## config.mk

```make
export PLATFORM = sky130hd
export DESIGN_NAME = bp_be_pipe_aux_raw
export DESIGN_NICKNAME = d
export VERILOG_FILES = /design/src/rtl/bp_be_pipe_aux_raw.sv
export SDC_FILE = /design/constraint.sdc
export NUM_CORES = 1
export LEC_CHECK = 0
export CAP_MARGIN = 20
export CORE_UTILIZATION = 30
export CTS_BUF_LIST = sky130_fd_sc_hd__clkbuf_16
export DETAILED_ROUTE_END_ITERATION = 6
export PLACE_DENSITY_LB_ADDON = 0.15
export SKIP_LAST_GASP = 1
export SYNTH_ARGS = -nofsm -noshare
export SYNTH_HDL_FRONTEND = slang
export SYNTH_SLANG_ARGS = --single-unit
```

## constraint.sdc

```tcl
create_clock -name clk_i -period 11.4 [get_ports clk_i]
set_input_delay 2.85 -clock clk_i [delete_from_list [all_inputs] [get_ports clk_i]]
set_output_delay 2.85 -clock clk_i [all_outputs]
set_load 0.02 [all_outputs]
```

## src/rtl/bp_be_pipe_aux_raw.sv

```systemverilog
// Backend FP auxiliary pipe on raw IEEE-754 operands: sign injection, min/max, compares,
// classify and moves, computed in stage one then retimed, with flush and sticky fflags.
module bp_be_pipe_aux_raw #(
  parameter int unsigned latency_p     = 2,
  parameter int unsigned dword_width_p = 64
) (
  input  logic                     clk_i,
  input  logic                     reset_i,
  input  logic                     v_i,
  input  logic [3:0]               fu_op_i,
  input  logic                     ops_v_i,
  input  logic [dword_width_p-1:0] rs1_i,
  input  logic [dword_width_p-1:0] rs2_i,
  input  logic                     flush_i,
  input  logic                     fflags_clr_i,
  output logic                     v_o,
  output logic [dword_width_p-1:0] data_o,
  output logic                     int_not_fp_o,
  output logic [4:0]               fflags_o,
  output logic [4:0]               fflags_acc_o
);

  typedef enum logic [3:0] {
    OpFsgnj  = 4'd0,
    OpFsgnjn = 4'd1,
    OpFsgnjx = 4'd2,
    OpFmin   = 4'd3,
    OpFmax   = 4'd4,
    OpFeq    = 4'd5,
    OpFlt    = 4'd6,
    OpFle    = 4'd7,
    OpFclass = 4'd8,
    OpFmvi   = 4'd9,
    OpImvf   = 4'd10
  } aux_op_e;

  typedef struct packed {
    logic        sign;
    logic        inf;
    logic        nan;
    logic        snan;
    logic        zero;
    logic        sub;
    logic        norm;
    logic [62:0] mag;
  } fp_info_t;

  function automatic fp_info_t decode(input logic sp, input logic [63:0] x);
    fp_info_t info;
    logic exp_max, exp_zero, man_zero, quiet;
    if (sp) begin
      info.sign = x[31];
      info.mag  = {32'b0, x[30:0]};
      exp_max   = &x[30:23];
      exp_zero  = ~|x[30:23];
      man_zero  = ~|x[22:0];
      quiet     = x[22];
    end else begin
      info.sign = x[63];
      info.mag  = x[62:0];
      exp_max   = &x[62:52];
      exp_zero  = ~|x[62:52];
      man_zero  = ~|x[51:0];
      quiet     = x[51];
    end
    info.inf  = exp_max & man_zero;
    info.nan  = exp_max & ~man_zero;
    info.snan = info.nan & ~quiet;
    info.zero = exp_zero & man_zero;
    info.sub  = exp_zero & ~man_zero;
    info.norm = ~exp_zero & ~exp_max;
    return info;
  endfunction

  function automatic logic [63:0] box(input logic sp, input logic [63:0] x);
    return sp ? {32'hFFFF_FFFF, x[31:0]} : x;
  endfunction

  logic [63:0] a, b, canon_nan;
  logic        unbox_en;
  fp_info_t    ia, ib;
  logic        any_nan, any_snan, both_zero, lt, feq, flt;
  logic        sgn;
  logic [63:0] res_data;
  logic        res_int;
  logic [4:0]  res_flags;

  always_comb begin
    unbox_en  = (fu_op_i <= OpFclass);
    a         = (unbox_en && ops_v_i && (rs1_i[63:32] != 32'hFFFF_FFFF)) ? 64'h7FC0_0000 : rs1_i;
    b         = (unbox_en && ops_v_i && (rs2_i[63:32] != 32'hFFFF_FFFF)) ? 64'h7FC0_0000 : rs2_i;
    ia        = decode(ops_v_i, a);
    ib        = decode(ops_v_i, b);
    canon_nan = ops_v_i ? 64'hFFFF_FFFF_7FC0_0000 : 64'h7FF8_0000_0000_0000;

    any_nan   = ia.nan | ib.nan;
    any_snan  = ia.snan | ib.snan;
    both_zero = ia.zero & ib.zero;
    // Sign-magnitude total order; places -0 below +0 as fmin/fmax require.
    if (ia.sign != ib.sign) lt = ia.sign;
    else if (ia.sign)       lt = ib.mag < ia.mag;
    else                    lt = ia.mag < ib.mag;
    feq = ~any_nan & (((ia.sign == ib.sign) && (ia.mag == ib.mag)) | both_zero);
    flt = ~any_nan & lt & ~both_zero;

    res_data  = '0;
    res_int   = 1'b0;
    res_flags = '0;
    sgn       = 1'b0;
    case (fu_op_i)
      OpFsgnj, OpFsgnjn, OpFsgnjx: begin
        if (fu_op_i == OpFsgnj)       sgn = ib.sign;
        else if (fu_op_i == OpFsgnjn) sgn = ~ib.sign;
        else                          sgn = ia.sign ^ ib.sign;
        res_data = ops_v_i ? {32'hFFFF_FFFF, sgn, a[30:0]} : {sgn, a[62:0]};
      end
      OpFmin, OpFmax: begin
        res_flags[4] = any_snan;
        if (ia.nan && ib.nan)        res_data = canon_nan;
        else if (ia.nan)             res_data = box(ops_v_i, b);
        else if (ib.nan)             res_data = box(ops_v_i, a);
        else if (fu_op_i == OpFmin)  res_data = box(ops_v_i, lt ? a : b);
        else                         res_data = box(ops_v_i, lt ? b : a);
      end
      OpFeq: begin
        res_int      = 1'b1;
        res_flags[4] = any_snan;
        res_data     = {63'b0, feq};
      end
      OpFlt, OpFle: begin
        res_int      = 1'b1;
        res_flags[4] = any_nan;
        res_data     = {63'b0, (fu_op_i == OpFlt) ? flt : (flt | feq)};
      end
      OpFclass: begin
        res_int  = 1'b1;
        res_data = {54'b0,
                    ia.nan & ~ia.snan, ia.snan,
                    ~ia.sign & ia.inf, ~ia.sign & ia.norm, ~ia.sign & ia.sub, ~ia.sign & ia.zero,
                    ia.sign & ia.zero, ia.sign & ia.sub, ia.sign & ia.norm, ia.sign & ia.inf};
      end
      OpFmvi: begin
        res_int  = 1'b1;
        res_data = ops_v_i ? {{32{rs1_i[31]}}, rs1_i[31:0]} : rs1_i;
      end
      OpImvf: res_data = box(ops_v_i, rs1_i);
      default: res_int = 1'b1;
    endcase
  end

  logic [latency_p-1:0]     v_q;
  logic [63:0]              data_q  [latency_p];
  logic [latency_p-1:0]     int_q;
  logic [4:0]               flags_q [latency_p];
  logic [4:0]               acc_q;

  always_ff @(posedge clk_i) begin
    if (reset_i) begin
      v_q   <= '0;
      int_q <= '0;
      for (int i = 0; i < int'(latency_p); i++) begin
        data_q[i]  <= '0;
        flags_q[i] <= '0;
      end
    end else begin
      v_q[0]     <= v_i & ~flush_i;
      data_q[0]  <= res_data;
      int_q[0]   <= res_int;
      flags_q[0] <= res_flags;
      for (int i = 1; i < int'(latency_p); i++) begin
        v_q[i]     <= v_q[i-1] & ~flush_i;
        data_q[i]  <= data_q[i-1];
        int_q[i]   <= int_q[i-1];
        flags_q[i] <= flags_q[i-1];
      end
    end
  end

  always_comb begin
    v_o          = v_q[latency_p-1];
    data_o       = v_o ? data_q[latency_p-1] : '0;
    int_not_fp_o = v_o & int_q[latency_p-1];
    fflags_o     = v_o ? flags_q[latency_p-1] : '0;
    fflags_acc_o = acc_q;
  end

  always_ff @(posedge clk_i) begin
    if (reset_i)                   acc_q <= '0;
    else if (fflags_clr_i && v_o)  acc_q <= fflags_o;
    else if (fflags_clr_i)         acc_q <= '0;
    else if (v_o)                  acc_q <= acc_q | fflags_o;
  end

endmodule

```

Word level (Yosys, flattened, before mapping)
Memory sizes are Yosys's and may differ from the RTL's.
Cells that the tools add are included.
{ "word_totals": {"ff_bits": 9, "latch_bits": 0, "mem_bits_rw": 138, "romBits": 0, "input_bits": 138, "wordCells": 151, "mem_count": 2} }
{ "op_classes": {"addsub": 0, "n_mul": 0, "div_mod_pow": 0, "n_lt_le_gt_ge": 3, "n_eq_ne": 15, "n_shift": 0, "muxes": 48, "bitwise_logic": 47, "reduce_logical": 33} }
{ "memory_table": {"columns": ["name", "words", "width", "read_ports", "rd_ports_with_merged_regs", "wr", "line", "rtl"], "rows": [
  ["data_q", 2, 64, 2, 0, 2, "152", "logic [63:0] data_q [latency_p];"],
  ["flags_q", 2, 5, 2, 0, 2, "154", "logic [4:0] flags_q [latency_p];"]
]} }
{ "op_table": {"columns": ["cell", "n"], "rows": [
  ["64-bit two-way mux", 19],
  ["64-bit one-hot mux with 7 select lines", 1],
  ["63-bit less-than comparator", 2],
  ["63-bit two-way mux", 2],
  ["52-bit OR reduction", 2],
  ["32-bit != test, second input constant", 2],
  ["63-bit == test", 1],
  ["23-bit OR reduction", 2],
  ["5-bit two-way mux", 6],
  ["1-bit bitwise AND", 25],
  ["11-bit AND reduction", 2],
  ["11-bit OR reduction", 2],
  ["1-bit two-way mux", 19],
  ["4-bit by 3-bit == test with 1-bit output, second input constant", 4],
  ["8-bit AND reduction", 2],
  ["8-bit OR reduction", 2],
  ["4-bit == test, second input constant", 3],
  ["1-bit inverter", 12],
  ["4-bit by 2-bit == test with 1-bit output, second input constant", 2],
  ["1-bit zero test", 8],
  ["1-bit bitwise OR", 8],
  ["1-bit logical AND", 6],
  ["3-bit OR reduction", 2],
  ["6-bit OR reduction", 1],
  ["10 further kinds", 11]
]} }

Depth between registers and ports, before layout
{ "logic_depth": {"ltp_word": 17, "ltp_mapped": 21, "mapped_depth_nobuf": 17} }

Worst setup path after synthesis
Ideal clock, no wire load.
{ "synth_timing": {"kind": "input -> register", "startpoint": "in rs2_i[49]", "endpoint": "mem data_q[0][22]", "setup_time_ns": 0.117, "arrival_time_ns": 7.415, "required_time_ns": 11.283, "setup_slack_ns": 3.868, "stages": 17, "cell_sequence": "nand4_1 > or4_4 > o31ai_2 > clkbuf_1 > clkbuf_1 > nand2_1 > ha_1 > nand4_1 > or2_2 > or4_4 > a21oi_1 > nand4_1 > o22ai_1 > a211o_1 > mux2_2 > or3_1 > a32o_1"} }
{ "synth_lines": {"columns": ["element", "line", "rtl"], "rows": [
  ["start: declaration", "13", "input logic [dword_width_p-1:0] rs2_i,"],
  ["end: declaration", "152", null]
]} }

==> flow_summary.yaml <==
status:
  status: "finished clean"
global_routing:
  grt_max_degree: 79
  met1_usage_pct: 31.1
  track_usage_pct: 22.5
  grt_overflow: 0
  met3_usage_pct: 4.37
  busiest_layer: "met2"
  grt_pass1_vias: 9527
  antenna_found_initial: 1
  grt_pass1_wl_um: 55100
  grt_use_met2_pct: 34.7
logic_synthesis:
  syn_area_um2: 9390
  synth_warnings: 0
  synth_ff_type: "dfxtp_1"
  yosysUniqueCellTypes: 73
  synth-adder-area-share_pct: 8.05
  synth_area_leaders: "dfxtp_1, ha_1, nor2b_1, and2_1, o21ai_0"
  synth_mux_area_share_pct: 0.546
  synth_top_family_by_area: "simple AND/OR/NAND/NOR gates"
  avgSynthCellArea_um2: 7.84
  ys_seq_area_share_pct: 28.8
  ys_ff_latch: 135
  synth_top_area_share_pct: 28.8
  synth_edf_count: 0
  synth-xor-area-share_pct: 0.813
  netlist_instances: 1197
  synthSimpleGateAreaFrac_pct: 29.7
  async_flop_share_pct: 0
  synth_top_area_cell: "dfxtp_1"
  synth_compound_area_share_pct: 27.3
worst_setup_path:
  reg2reg_depth: 3
  cp-start-kind: "primary input"
  cp_max_fo: 28
  r2r-start: "v_q[1]$_SDFF_PP0_"
  r2r_setup_slack_ps: 10270
  worstPathArrival_ps: 8930
  worst_ep_required_time_ps: 11760
  r2r_end: "fflags_acc_o[4]$_SDFFE_PP0P_"
  critical_path_class: "primary input to register"
  critPathCaptureType: "register"
cells_and_area:
  area_growth_pct: 31.5
  fillers: 3109
  finalNetCount: 1556
  final_layout_size_suffix_gt1_share_pct: 5.17
  stdcell_area_um2: 12300
  final_util_pct: 40.3
  antenna_cells: 0
detailed_routing:
  vias_per_cell: 5.58
  drc_errors: 0
  num_vias: 9876
  wl_per_cell_um: 20.2
  final_antenna_net_count: 0
  routed_wl_um: 35800
  drtIter0Drc: 942
  firstDrtPassIters: 5
floorplanning:
  die_w_um: 179
  die_area_um2: 32000
  die_h_um: 179
  io_pins: 214
  rows: 64
  core_area_um2: 30700
  start_util_pct: 30.6
clock_tree:
  cts.path.max_buffers: 2
  clk_pin_slew_ps: 60
  cts.sinks: 135
  ctsHoldBuffers: 0
  cts_resized: 0
  clkLatencyLatePin_ps: 430
  htree_levels: 4
  cts-root-buf: "clkbuf_16"
  cts_inserted_buffers: 17
  cts_setup_buffers: 0
  cts_tree: "built"
sta:
  post-route-period-util_pct: 75.2
  setup_viol: 0
  drv_slew: 0
  relSlewSlack_pct: 29.7
  fin_skew_ps: 9.62
  period_minus_slack_ps: 8570
  tightest_slew_ps: 1050
  hold_viol: 0
  final.setup.tns_ps: 0
  rsz0062_at_grt: "false"
  timing.fmax_mhz: 117
placement:
  hpwlAfterDp_um: 26100
  dpl_cell_area_um2: 11700
  io_buffers: 205
  gp_congestion: 0.895
flow_run:
  cap_violations: 0
worst_hold_path:
  hp-class: "register to register"
  hold_path_end: "data_q[0][83]$_SDFF_PP0_"
  min_delay_path_depth: 1
  min_from: "data_q[0][19]$_SDFF_PP0_"
power:
  power-per-cell-area_nw_per_um2: 114
  p_total_mw: 1.41
  ir_worst_vdd_uv: 103
  leakagePower_nw: 4.77
logic make-up (layout without fill, tap and decap cells):
family,Yosys count,in the layout
other cells,1,8
compound gates,367,367
buf+inv,109,278
mux,5,5
xor+xnor,7,7
simple gates,512,512
flops,135,135
fa+ha+maj,61,61
layout make-up:
class | instances | area, µm² | share of cell area, %
well taps | 396 | 495 | 4.01
inverters | 28 | 105 | 0.851
repair buffers | 218 | 2160 | 17.5
flip-flops and latches | 135 | 2700 | 21.9
clock inverters | 15 | 166 | 1.35
clock buffers | 17 | 425 | 3.44
multi-input cells | 960 | 6290 | 51.0
state kept, by name, indices dropped and copies added, names as in the netlist:
signal and flops:
data_q 128, flags_q 2, int_q 2, v_q 2, fflags_acc_o 1
power breakdown:
part	internal, mW	total (mW)	switching, mW	leakage [nW]
Sequential	0.497	0.505	0.00756	1.10
Combinational	0.129	0.325	0.196	3.38
Clock	0.328	0.577	0.249	0.283
how the worst max path moves through the flow:
stage | startpoint | end | slack, ps | cells after the start
after detailed placement | fu_op_i[1] | data_q[0][18]$_SDFF_PP0_ | 2590 | 16
after global routing | rs1_i[62] | data_q[0][18]$_SDFF_PP0_ | 2470 | 16
final | fu_op_i[1] | data_q[0][18]$_SDFF_PP0_ | 2830 | 16
after floorplan | rs2_i[49] | data_q[0][22]$_SDFF_PP0_ | 3870 | 17
after CTS | fu_op_i[1] | data_q[0][18]$_SDFF_PP0_ | 3020 | 16
after global placement | fu_op_i[1] | data_q[0][19]$_SDFF_PP0_ | 2700 | 16
routing by layer:
metal,part of all wire (%),vias to the layer above
met5,0.036,-
met3,7.3,55
met2,44,410
met1,46,4678
met4,2.3,2
li1,-,4731
critical path, stage by stage:
cell and delay [ps]:
clkdlybuf4s50_1 700, o31ai_2 640, nand2_1 210, a31o_2 480, and2_1 250, ha_1 290
nand4_1 160, or2_2 370, or4_4 490, a21oi_1 190, nand4_1 140, o22ai_1 330
a211o_1 310, mux2_2 470, o21ai_1 790, a22o_1 250
through the flow:
step                      hold WS [ps]  worst slack [ps]  std cells
final                              434              2830       1769
after global routing               451              2470       1769
after CTS                          436              3020       1768
after detailed placement           420              2590       1736
after global placement             422              2700       1736
after floorplan                    414              3870       1204
cells in the final DEF, fill, tap and decap left out, types with 28 or more instances in the layout:
cell type	count
nand4_1	34
nand2_1	109
nor4_1	32
o21ai_0	104
clkdlybuf4s50_1	203
and2_1	86
nor2_1	65
nor2b_1	102
dfxtp_1	134
a21oi_1	57
ha_1	58
inv_1	28
synth_stat cells (all sizes together) (8+ instances only):
library cell	count
dfxtp	135
o21ai	119
nand2	109
nor2b	102
and2	86
nor2	65
clkbuf	61
ha	58
a21oi	57
nand4	34
nor4	33
inv	28
a32oi	26
nand3	26
o211a	21
buf	20
a21o	18
a31oi	16
nor3	16
o211ai	15
a221o	10
a22o	10
a22oi	10
and4	9
o221ai	9
a221oi	8
(Power assumes the default switching activity.)
